--- src/rtl/adder4b_display_ctrl_if.sv ---
// Operand strobe/nibble in, seven-segment display and phase out.
interface adder4b_display_ctrl_if;
   logic       load;
   logic [3:0] data;
   logic [6:0] segments;
   logic       dp;
   logic [2:0] phase;

   modport master (output load, data, input segments, dp, phase);
   modport slave  (input load, data, output segments, dp, phase);
endinterface

--- src/rtl/adder4b_display_ctrl.sv ---
// Two-operand 4-bit adder: load A then B, then cycle the display through
// sum, A and B, each shown for PRESCALE clocks.
module adder4b_display_ctrl #(
   parameter int unsigned PRESCALE = 10_000_000
) (
   input logic                   clk,
   input logic                   rst,
   adder4b_display_ctrl_if.slave bus
);
   typedef enum logic [2:0] {
      EMPTY    = 3'd0,
      HAVE_A   = 3'd1,
      SHOW_A   = 3'd2,
      SHOW_B   = 3'd3,
      SHOW_SUM = 3'd4
   } state_t;

   localparam logic [23:0] LAST = 24'(PRESCALE - 1);

   state_t      state;
   logic [3:0]  a, b;
   logic [4:0]  sum;
   logic [23:0] cnt;
   logic        load_q;
   logic        load_edge;
   logic [4:0]  sum_new;

   assign load_edge = bus.load & ~load_q;
   assign sum_new   = {1'b0, a} + {1'b0, bus.data};

   function automatic logic [6:0] hex7(input logic [3:0] v);
      case (v)
         4'h0: hex7 = 7'h3F;  4'h1: hex7 = 7'h06;
         4'h2: hex7 = 7'h5B;  4'h3: hex7 = 7'h4F;
         4'h4: hex7 = 7'h66;  4'h5: hex7 = 7'h6D;
         4'h6: hex7 = 7'h7D;  4'h7: hex7 = 7'h07;
         4'h8: hex7 = 7'h7F;  4'h9: hex7 = 7'h6F;
         4'hA: hex7 = 7'h77;  4'hB: hex7 = 7'h7C;
         4'hC: hex7 = 7'h39;  4'hD: hex7 = 7'h5E;
         4'hE: hex7 = 7'h79;  default: hex7 = 7'h71;
      endcase
   endfunction

   always_ff @(posedge clk) begin
      // load_q follows load even in reset, so a load held high across
      // reset release is not seen as a fresh edge.
      load_q <= bus.load;
      if (rst) begin
         state        <= EMPTY;
         a            <= 4'd0;
         b            <= 4'd0;
         sum          <= 5'd0;
         cnt          <= 24'd0;
         bus.segments <= 7'h00;
         bus.dp       <= 1'b0;
         bus.phase    <= EMPTY;
      end else begin
         case (state)
            EMPTY, SHOW_A, SHOW_B, SHOW_SUM: begin
               if (load_edge) begin
                  a            <= bus.data;
                  state        <= HAVE_A;
                  cnt          <= 24'd0;
                  bus.segments <= hex7(bus.data);
                  bus.dp       <= 1'b0;
                  bus.phase    <= HAVE_A;
               end else if (state != EMPTY) begin
                  if (cnt == LAST) begin
                     cnt <= 24'd0;
                     case (state)
                        SHOW_SUM: begin
                           state        <= SHOW_A;
                           bus.segments <= hex7(a);
                           bus.dp       <= 1'b0;
                           bus.phase    <= SHOW_A;
                        end
                        SHOW_A: begin
                           state        <= SHOW_B;
                           bus.segments <= hex7(b);
                           bus.dp       <= 1'b0;
                           bus.phase    <= SHOW_B;
                        end
                        default: begin
                           state        <= SHOW_SUM;
                           bus.segments <= hex7(sum[3:0]);
                           bus.dp       <= sum[4];
                           bus.phase    <= SHOW_SUM;
                        end
                     endcase
                  end else begin
                     cnt <= cnt + 24'd1;
                  end
               end
            end
            HAVE_A: begin
               if (load_edge) begin
                  b            <= bus.data;
                  sum          <= sum_new;
                  state        <= SHOW_SUM;
                  cnt          <= 24'd0;
                  bus.segments <= hex7(sum_new[3:0]);
                  bus.dp       <= sum_new[4];
                  bus.phase    <= SHOW_SUM;
               end
            end
            default: begin
               state        <= EMPTY;
               cnt          <= 24'd0;
               bus.segments <= 7'h00;
               bus.dp       <= 1'b0;
               bus.phase    <= EMPTY;
            end
         endcase
      end
   end
endmodule
--- src/flat_wrapper.sv ---
// flat-port wrapper written by rule: the top's interface ports become plain ports
module adder4b_display_ctrl_flat 
#(
   parameter int unsigned PRESCALE = 10_000_000
)
  (clk, rst, bus_load, bus_data, bus_segments, bus_dp, bus_phase);
  adder4b_display_ctrl_if bus_i ();
  input logic clk;
  input logic rst;
  input wire logic [$bits(bus_i.load)-1:0] bus_load;
  input wire logic [$bits(bus_i.data)-1:0] bus_data;
  output wire logic [$bits(bus_i.segments)-1:0] bus_segments;
  output wire logic [$bits(bus_i.dp)-1:0] bus_dp;
  output wire logic [$bits(bus_i.phase)-1:0] bus_phase;
  assign bus_i.load = bus_load;
  assign bus_i.data = bus_data;
  assign bus_segments = bus_i.segments;
  assign bus_dp = bus_i.dp;
  assign bus_phase = bus_i.phase;
  adder4b_display_ctrl #(.PRESCALE(PRESCALE)) u_core (.clk(clk), .rst(rst), .bus(bus_i));
endmodule
--- config.mk ---
export PLATFORM = sky130hd
export DESIGN_NAME = adder4b_display_ctrl_flat
export DESIGN_NICKNAME = d
export VERILOG_FILES = /design/src/rtl/adder4b_display_ctrl_if.sv /design/src/rtl/adder4b_display_ctrl.sv /design/src/flat_wrapper.sv
export SDC_FILE = /design/constraint.sdc
export NUM_CORES = 1
export LEC_CHECK = 0
export ABC_CLOCK_PERIOD_IN_PS = 3050
export CAP_MARGIN = 20
export CORE_ASPECT_RATIO = 1.4
export CORE_MARGIN = 2
export CORE_UTILIZATION = 58
export CTS_CLUSTER_DIAMETER = 150
export DETAILED_ROUTE_END_ITERATION = 8
export DONT_BUFFER_PORTS = 1
export PLACE_DENSITY = 0.82
export SLEW_MARGIN = 10
export SYNTH_ARGS = -nofsm -noshare
export SYNTH_HDL_FRONTEND = slang
export SYNTH_SLANG_ARGS = --single-unit
--- constraint.sdc ---
create_clock -name clk -period 3.05 [get_ports clk]
set_clock_uncertainty 0.1 [all_clocks]
set_input_delay 0.915 -clock clk [delete_from_list [all_inputs] [get_ports clk]]
set_output_delay 0.915 -clock clk [all_outputs]
set_load 0.005 [all_outputs]
==> results.toml <==
[status]
status = "completed"

[job]
max_cap_viol_count = 0

[final_layout]
areaGrowthSynthToFinish_pct = 8.701
drive_gt1_share_pct = 14.39
finalNetCount = 573
stdcell_area_sq_um = 4846
diodes = 0
fin_util_pct = 65.42

[route]
drt_iter0_drc = 212
dr.pass1.iters = 5
vias = 3868
route.detailed.drc = 0
antenna_left = 0
wl_per_cell_um = 17.05
wl_mm = 10.78
via_per_inst = 6.120

[clock_network]
clock_latency_ps = 360
cts_sinks = 70
numCtsBuffers = 9
root_buffer = "clkbuf_8"
clockBufferDepth = 2
cts_tree = "done"
ctsHoldBuffers = 0
htree_num_levels = 3
cts.repair.resized = 0
post_cts_buffers = 0
cts.reportedPaths.clkPinSlew_ps = 80

[sta]
fin_ws_ps = 301.7
relSlewSlack_pct = 61.59
setup_viol = 0
period_needed_ps = 2748
drv_slew = 0
fin_crit_sh_pct = 90.11
tightest_slew_ps = 575.4
timing.fmax_ghz = 0.3639
hold_viol = 0
fin_setup_tns_ps = 0
rsz0062_at_grt = "no"

[global_routing]
grt_antenna_before_repair = 0
grt_max_degree = 37
grt_pass1_vias = 3818
grt_pass1_wl_mm = 18.12
grt_usage_pct = 27.27
grt_remaining_overflow = 0

[min_path]
holdCritPathClass = "reg -> reg"
holdPathStages = 1

[logic_synthesis]
synth_enable_flop_cells = 0
yosysWarnings = 0
synthCells = 524
netlist_area_sq_um = 4458
ys_seq_area_share_pct = 31.43
synthDistinctLibCells = 76
synth_async_sr_flop_share_pct = 0
synth_ff_type = "dfxtp_1"
postSynthAreaPerCell_sq_um = 8.508
syn_nets = 566
ys_ff_latch = 70

[die]
die_h_um = 107.7
dieArea_sq_um = 8414
core_sq_um = 7407
die_w_um = 78.10
io_pins = 18
num_rows = 37
start_util_pct = 60.19

[place]
portBuffers = 0
dp_slack_ps = 84.18
dpl_cell_area_sq_um = 4624
place.gp.congestion = 0.9217
place_hpwl_mm = 8.163

[critical_path]
path_max_fanout = 11
reg2reg_depth = 9
crit_path_end_kind = "register"
critPathLaunchType = "register"
crit_type = "reg -> reg"
required_ps = 3250
cp.arrival_ps = 2950

[power]
power.density_nw_per_um2 = 439.8
p_leak_nw = 1.882
vdd_drop_max_mv = 0.2462
==> critical path, cell delays in order, from the launching register on <==
cell and delay [ps]:
dfxtp_1 590, or3b_4 470, nor2_4 210, mux2i_1 140
nor2_1 260, inv_1 100, ha_1 280, inv_1 40
mux4_2 450, inv_1 60
==> logic make-up after synthesis <==
logic type      count (synthesis)  share of synthesized area (%)
xor+xnor                       23                          4.519
compound gates                125                          19.31
flops                          70                          31.43
mux                            25                          6.764
buf+inv                        57                          6.034
fa+ha+maj                      35                          9.992
simple gates                  189                          21.95
==> per-stage QoR <==
stage | total power, W | hold slack [ps] | instances
after floorplan | 0.001226 | 338.4 | 524
after global placement | 0.001284 | 354.6 | 617
after detailed placement | 0.001295 | 372.4 | 617
after CTS | 0.002134 | 381.5 | 632
after global routing | 0.002205 | 407.3 | 632
final | 0.002131 | 392.7 | 632
==> cell usage in the layout, fill, tap and decap left out, types with 5 or more instances in the layout <==
master	n
nand2_1	38
nor2b_1	5
ha_1	33
nand4_1	7
nor3_1	16
nor2_1	60
a211oi_1	8
a31oi_1	10
dfxtp_1	70
mux2i_1	16
nand2b_1	5
clkbuf_8	11
a21oi_1	30
or2_2	6
xor2_1	10
buf_4	23
o211ai_1	6
o21ai_0	21
xnor2_1	13
nor4_1	7
nand3_1	16
inv_1	27
==> where the power goes <==
part | internal, W | leakage [nW] | total, W | switching [W]
registers | 0.000947 | 0.569 | 0.000974 | 0.0000268
logic | 0.000126 | 1.20 | 0.000307 | 0.000181
clock network | 0.000498 | 0.115 | 0.000850 | 0.000352
total | 0.00157 | 1.88 | 0.00213 | 0.000560
==> cells in the mapped netlist (all sizes together), types with 5 or more instances <==
cell type | instances | area share [%]
mux2 | 5 | 1.3
inv | 29 | 2.4
dfxtp | 70 | 31
mux2i | 17 | 3.9
nand4 | 7 | 0.98
nand2 | 41 | 3.6
a31oi | 10 | 1.4
a21oi | 33 | 3.9
nor4 | 8 | 1.5
nor2 | 61 | 5.3
nor2b | 5 | 0.70
clkbuf | 11 | 0.93
xor2 | 10 | 2.0
o211ai | 6 | 1.0
nor3 | 18 | 2.4
xnor2 | 13 | 2.6
o21ai | 21 | 2.4
a211oi | 9 | 1.6
o31ai | 5 | 0.95
nand2b | 5 | 0.70
nand3 | 17 | 2.0
ha | 34 | 9.5
a22oi | 5 | 0.95
buf | 16 | 2.6
or2 | 7 | 0.98
==> metal layers <==
| layer | up-vias | global-route usage (%) | wire (um) |
|---|---|---|---|
| li1 | 1884 | - | - |
| met3 | 40 | 6.544 | 587 |
| met5 | - | 0 | 0 |
| met1 | 1819 | 29.10 | 4159 |
| met2 | 125 | 48.40 | 5489 |
| met4 | 0 | 16.04 | 540 |
==> path summary, 6_finish.rpt <==
kind	slack (ps)	endpoint	start
setup / recovery	300	register	u_core.state[0]
hold / removal	390	u_core.cnt[20]	u_core.cnt[20]
hold reg to reg	390	u_core.cnt[20]	u_core.cnt[20]
setup reg to reg	300	register	u_core.state[0]
==> final cells by class <==
cell class                 instances  area (sq um)
multi-input combinational        397          2816
fill                             630          2561
sequential                        70          1401
timing repair buffer              23         172.7
clock buffer                      11         151.4
tap                               97         121.4
inverter                          30         112.6
clock inverter                     4         70.07
No activity file was read; power rests on OpenSTA's default activity.
